==> src/rtl/gen1_2_rx_packet_filter.sv <==
// Gen1/2 receive packet filter: follows TLP/DLLP framing across beats and emits registered
// per-byte payload, end, nullify and error masks plus saturating statistics counters.
module gen1_2_rx_packet_filter #(
  parameter int unsigned N_BYTES  = 64,
  parameter int unsigned CNT_W    = 16,
  parameter int unsigned DLLP_LEN = 6
) (
  input  logic                 clk,
  input  logic                 reset_n,
  input  logic [8*N_BYTES-1:0] data_in,
  input  logic [N_BYTES-1:0]   valid_in,
  input  logic [N_BYTES-1:0]   tlpstart,
  input  logic [N_BYTES-1:0]   tlpend,
  input  logic [N_BYTES-1:0]   tlpedb,
  input  logic [N_BYTES-1:0]   dlpstart,
  input  logic [N_BYTES-1:0]   dlpend,
  input  logic                 clr_cnt,
  output logic [8*N_BYTES-1:0] data_out,
  output logic [N_BYTES-1:0]   tlp_be,
  output logic [N_BYTES-1:0]   tlp_end,
  output logic [N_BYTES-1:0]   tlp_nullify,
  output logic [N_BYTES-1:0]   dllp_be,
  output logic [N_BYTES-1:0]   dllp_end,
  output logic [N_BYTES-1:0]   frame_err,
  output logic                 err_pulse,
  output logic [CNT_W-1:0]     tlp_cnt,
  output logic [CNT_W-1:0]     dllp_cnt,
  output logic [CNT_W-1:0]     err_cnt
);

  typedef enum logic [1:0] {StIdle, StTlp, StDllp} mode_e;

  localparam logic [2:0] DllpLen = 3'(DLLP_LEN);

  mode_e      mode_q, mode_d, cur_mode;
  logic [2:0] dcnt_q, dcnt_d, cur_cnt;
  logic [4:0] flags;

  logic [N_BYTES-1:0] tlp_be_d, tlp_end_d, tlp_nullify_d;
  logic [N_BYTES-1:0] dllp_be_d, dllp_end_d, frame_err_d;

  // Lane chain: each lane sees the mode left behind by the lane below it.
  always_comb begin
    cur_mode      = mode_q;
    cur_cnt       = dcnt_q;
    flags         = '0;
    tlp_be_d      = '0;
    tlp_end_d     = '0;
    tlp_nullify_d = '0;
    dllp_be_d     = '0;
    dllp_end_d    = '0;
    frame_err_d   = '0;
    for (int unsigned i = 0; i < N_BYTES; i++) begin
      flags = {tlpstart[i], tlpend[i], tlpedb[i], dlpstart[i], dlpend[i]};
      if (valid_in[i]) begin
        if ((flags & (flags - 5'd1)) != 5'd0) begin
          frame_err_d[i] = 1'b1;
          cur_mode       = StIdle;
        end else begin
          case (cur_mode)
            StIdle: begin
              if (tlpstart[i]) begin
                cur_mode = StTlp;
              end else if (dlpstart[i]) begin
                cur_mode = StDllp;
                cur_cnt  = 3'd0;
              end else if (flags != 5'd0) begin
                frame_err_d[i] = 1'b1;
              end
            end
            StTlp: begin
              if (flags == 5'd0) begin
                tlp_be_d[i] = 1'b1;
              end else if (tlpend[i]) begin
                tlp_end_d[i] = 1'b1;
                cur_mode     = StIdle;
              end else if (tlpedb[i]) begin
                tlp_nullify_d[i] = 1'b1;
                cur_mode         = StIdle;
              end else if (tlpstart[i]) begin
                frame_err_d[i] = 1'b1;
              end else if (dlpstart[i]) begin
                frame_err_d[i] = 1'b1;
                cur_mode       = StDllp;
                cur_cnt        = 3'd0;
              end else begin
                frame_err_d[i] = 1'b1;
                cur_mode       = StIdle;
              end
            end
            StDllp: begin
              if (flags == 5'd0) begin
                dllp_be_d[i] = 1'b1;
                if (cur_cnt != 3'd7) cur_cnt = cur_cnt + 3'd1;
              end else if (dlpend[i]) begin
                if (cur_cnt == DllpLen) dllp_end_d[i] = 1'b1;
                else                    frame_err_d[i] = 1'b1;
                cur_mode = StIdle;
              end else if (tlpstart[i]) begin
                frame_err_d[i] = 1'b1;
                cur_mode       = StTlp;
              end else if (dlpstart[i]) begin
                frame_err_d[i] = 1'b1;
                cur_cnt        = 3'd0;
              end else begin
                frame_err_d[i] = 1'b1;
                cur_mode       = StIdle;
              end
            end
            default: cur_mode = StIdle;
          endcase
        end
      end
    end
    mode_d = cur_mode;
    dcnt_d = cur_cnt;
  end

  function automatic logic [CNT_W-1:0] sat_add(input logic [CNT_W-1:0] a,
                                               input logic [N_BYTES-1:0] m);
    logic [CNT_W:0] s;
    s = {1'b0, a} + (CNT_W+1)'($countones(m));
    return s[CNT_W] ? {CNT_W{1'b1}} : s[CNT_W-1:0];
  endfunction

  always_ff @(posedge clk or negedge reset_n) begin
    if (!reset_n) begin
      mode_q      <= StIdle;
      dcnt_q      <= 3'd0;
      data_out    <= '0;
      tlp_be      <= '0;
      tlp_end     <= '0;
      tlp_nullify <= '0;
      dllp_be     <= '0;
      dllp_end    <= '0;
      frame_err   <= '0;
      err_pulse   <= 1'b0;
      tlp_cnt     <= '0;
      dllp_cnt    <= '0;
      err_cnt     <= '0;
    end else begin
      mode_q      <= mode_d;
      dcnt_q      <= dcnt_d;
      data_out    <= data_in;
      tlp_be      <= tlp_be_d;
      tlp_end     <= tlp_end_d;
      tlp_nullify <= tlp_nullify_d;
      dllp_be     <= dllp_be_d;
      dllp_end    <= dllp_end_d;
      frame_err   <= frame_err_d;
      err_pulse   <= |frame_err_d;
      // Counters advance on the same edge that registers the masks they count.
      if (clr_cnt) begin
        tlp_cnt  <= '0;
        dllp_cnt <= '0;
        err_cnt  <= '0;
      end else begin
        tlp_cnt  <= sat_add(tlp_cnt, tlp_end_d);
        dllp_cnt <= sat_add(dllp_cnt, dllp_end_d);
        err_cnt  <= sat_add(err_cnt, frame_err_d);
      end
    end
  end

endmodule

==> config.mk <==
export PLATFORM = sky130hd
export DESIGN_NAME = gen1_2_rx_packet_filter
export DESIGN_NICKNAME = d
export VERILOG_FILES = /design/src/rtl/gen1_2_rx_packet_filter.sv
export SDC_FILE = /design/constraint.sdc
export NUM_CORES = 2
export LEC_CHECK = 0
export CORE_AREA = 10 10 709 711
export CTS_BUF_LIST = sky130_fd_sc_hd__clkbuf_8
export DETAILED_ROUTE_END_ITERATION = 16
export DIE_AREA = 0 0 719 721
export PLACE_DENSITY = 0.35
export SLEW_MARGIN = 0
export SYNTH_ARGS = -nofsm -noshare
export SYNTH_HDL_FRONTEND = slang
export SYNTH_SLANG_ARGS = --single-unit
==> constraint.sdc <==
create_clock -name clk -period 73.8 [get_ports clk]
set_clock_uncertainty 0.15 [all_clocks]
set_input_delay 7.38 -clock clk [delete_from_list [all_inputs] [get_ports clk]]
set_output_delay 7.38 -clock clk [all_outputs]
set_load 0.05 [all_outputs]
==> flow_metrics.env <==
export IMPL_status="complete, no violations"
export IMPL_final_nets=9197
export IMPL_final_common_cell="clkdlybuf4s50_1"
export IMPL_fp_dieW_um=719
export IMPL_die_y_um=721
export IMPL_portBuffers=1843
export IMPL_async_reset_ff_share_pct=100
export IMPL_initial_core_util_pct=11.6
export IMPL_yosysUniqueCellTypes=178
export IMPL_peakVddDrop_mv=0.0957
export IMPL_fin_ws_ps=4430
export IMPL_cts_sinks=950
export IMPL_syn_cell_area_um2=56400
export IMPL_synth_main_ff_cell="dfrtp_1"
export IMPL_insertion_delay_ps=1070
export IMPL_critical_path_required_ps=74520
export IMPL_yosysWarningCount=0
export IMPL_synth_edff_count=0
export IMPL_path_max_fanout=13
export IMPL_final_cell_mix="clkdlybuf4s50_1, dfrtp_1, nor2_1, inv_1, nand2_1"
export IMPL_path_clk_slew_ps=70
export IMPL_p_leak_nw=36.0
export IMPL_slew_headroom_pct=12.1
export IMPL_dp_cells=14200
export IMPL_synth_ff_latch_count=950
export IMPL_cts_htree_levels=4
export IMPL_endpoint_kind="flop"
export IMPL_drv_slew=0
export IMPL_drtIter0Drc=3841
export IMPL_core_um2=488000
export IMPL_drtAntennaViolNets=0
export IMPL_reg2reg_from="mode_q[1]$_DFF_PN0_"
export IMPL_cts_buffers=207
export IMPL_setup_viol=0
export IMPL_reg2reg_to="dllp_cnt[0]$_DFF_PN0_"
export IMPL_clk_path_buf_depth=4
export IMPL_vias=56800
export IMPL_drtPass1Iterations=6
export IMPL_drv_cap=0
export IMPL_grt_first_pass_wirelength_mm=597
export IMPL_place_congestion=0.930
export IMPL_worstRegToRegCells=372
export IMPL_reg2reg_slack_ps=10700
export IMPL_crit_end="dllp_cnt[0]$_DFF_PN0_"
export IMPL_routedWlPerCell_um=31.9
export IMPL_critPathKind="primary input to flop"
export IMPL_fin_crit_ps=69370
export IMPL_antenna_found_initial=247
export IMPL_routed_via_density=3.88
export IMPL_num_rows=257
export IMPL_syn_to_final_growth_pct=56.2
export IMPL_worst_pin_slew_ps=1300
export IMPL_path_delay_family="compound AO/OA/AOI/OAI gates"
export IMPL_utilization_pct=18.1
export IMPL_wirelength_mm=468
export IMPL_setup_tns_ps=0
export IMPL_multi_input_area_um2=30200
export IMPL_max_freq_mhz=14.4
export IMPL_post_route_period_util_pct=94.0
export IMPL_hold_slack_ps=400
export IMPL_p_per_area_nw_per_um2=23.1
export IMPL_hp_class="flop to flop"
export IMPL_grt_usage_pct=17.1
export IMPL_first_global_vias=57800
export IMPL_overflow=0
export IMPL_finalHoldViolCount=0
export IMPL_dieArea_um2=518000
export IMPL_path_depth=376
export IMPL_fillers=54100
export IMPL_worst_path_buf_inv=48
export IMPL_cts_hold_buffers_added=0
export IMPL_dp_slack_ps=-1140
export IMPL_drive_above_1_share_pct=12.4
export IMPL_start_kind="primary input"
export IMPL_seqCellArea_um2=23800
export IMPL_ys_seq_area_share_pct=42.1
export IMPL_arrival_ps=70100
export IMPL_critical_path_slowest_cell="fa_1"
export IMPL_avgSynthCellArea_um2=9.65
export IMPL_io_pin_count=1844
export IMPL_grt_max_degree=135
export IMPL_cpPeakStageDelay_ps=610
export IMPL_post_dp_hpwl_mm=410
export IMPL_crit_top_cell="ha_1"
export IMPL_crit_start="tlpend[0]"
export IMPL_cts_tree="done"
export IMPL_syn_num_nets=7125
export IMPL_drc=0
export IMPL_root_buffer="clkbuf_8"
export IMPL_final_cells=14600
export IMPL_syn_inst=5849
-- layout make-up --
type                       instances  area share, %
inverter                         559           2.38
clock inverter                   108           1.06
sequential                       950           27.0
clock buffer                     245           3.82
timing repair buffer            1970           22.0
tap                             6475           9.19
multi-input combinational       4233           34.3
antenna                          104          0.295
-- synth_stat cells, types with 35 or more instances --
library cell	n	area, um^2
dfrtp_1	950	23800
nor2_1	671	2520
inv_1	559	2100
nand2_1	463	1740
a21oi_1	324	1620
o21ai_0	255	1280
ha_1	209	2620
nor3_1	208	1040
nand3_1	174	871
fa_1	168	3360
or3_1	71	444
nand2b_1	69	432
or2_2	66	413
o22ai_1	58	363
a31oi_1	56	350
mux2i_1	54	541
a211oi_1	53	398
and2_1	50	313
nor4_1	47	294
and3_1	46	288
o21a_1	45	338
o211ai_1	41	308
nor3b_1	40	300
o31ai_1	39	293
a21o_1	36	270
or2b_2	35	307
-- cell families (layout without fill, tap and decap cells) --
| kind of cell | after synthesis | after routing | synth area share (%) |
|---|---|---|---|
| AOI/OAI and AO/OA | 1476 | 1476 | 19.1 |
| xor gates and xnor gates | 28 | 28 | 0.434 |
| adders and majority gates | 394 | 394 | 10.9 |
| buffers and inverters | 667 | 2882 | 5.30 |
| DFF | 950 | 950 | 42.1 |
| muxes | 98 | 98 | 2.03 |
| other | 0 | 104 | 0 |
| and+or+nand+nor | 2236 | 2237 | 20.2 |
-- metrics by stage --
stage | total power [mW] | area, um^2
floorplan | 1.11 | 56400
global placement | 1.42 | 82900
detailed placement | 1.41 | 82900
CTS | 2.09 | 87200
global route | 2.19 | 88100
finish | 2.04 | 88200
-- worst min-delay path by stage --
stage | from | to | slack [ps] | cells past startpoint
floorplan | dcnt_q[2]$_DFF_PN0_ | dllp_end[0]$_DFF_PN0_ | 420 | 2
global placement | dllp_cnt[12]$_DFF_PN0_ | dllp_cnt[12]$_DFF_PN0_ | 390 | 1
global route | err_cnt[12]$_DFF_PN0_ | err_cnt[12]$_DFF_PN0_ | 420 | 1
finish | err_cnt[12]$_DFF_PN0_ | err_cnt[12]$_DFF_PN0_ | 400 | 1
CTS | err_cnt[12]$_DFF_PN0_ | err_cnt[12]$_DFF_PN0_ | 410 | 1
detailed placement | dllp_cnt[12]$_DFF_PN0_ | dllp_cnt[12]$_DFF_PN0_ | 390 | 1
-- metal layers --
layer | share of wire [%] | global-route usage (%)
met1 | 33 | 16.1
met2 | 56 | 34.5
met3 | 6.6 | 4.84
met4 | 4.5 | 6.46
met5 | 0.17 | 0
-- flip-flops by register name, summed over array words and instances (netlist names) --
name,count
dllp_cnt,16
dllp_end,64
frame_err,64
err_pulse,1
tlp_nullify,64
dllp_be,64
dcnt_q,3
tlp_end,64
mode_q,2
tlp_be,64
tlp_cnt,16
data_out,512
err_cnt,16
-- power by group --
part	internal (mW)	switching, mW	total, mW
clock network	0.350	0.293	0.643
registers	0.547	0.0117	0.559
logic	0.349	0.486	0.835
total	1.25	0.790	2.04
-- timing repair --
item | in CTS | in global routing
setup endpoints to repair | 13 | 32
buffers inserted | 0 | 33
gates cloned | 0 | 1
pin swaps | 0 | 30
gates resized for setup | 2 | 152
Power figures use the tool's default switching activity.
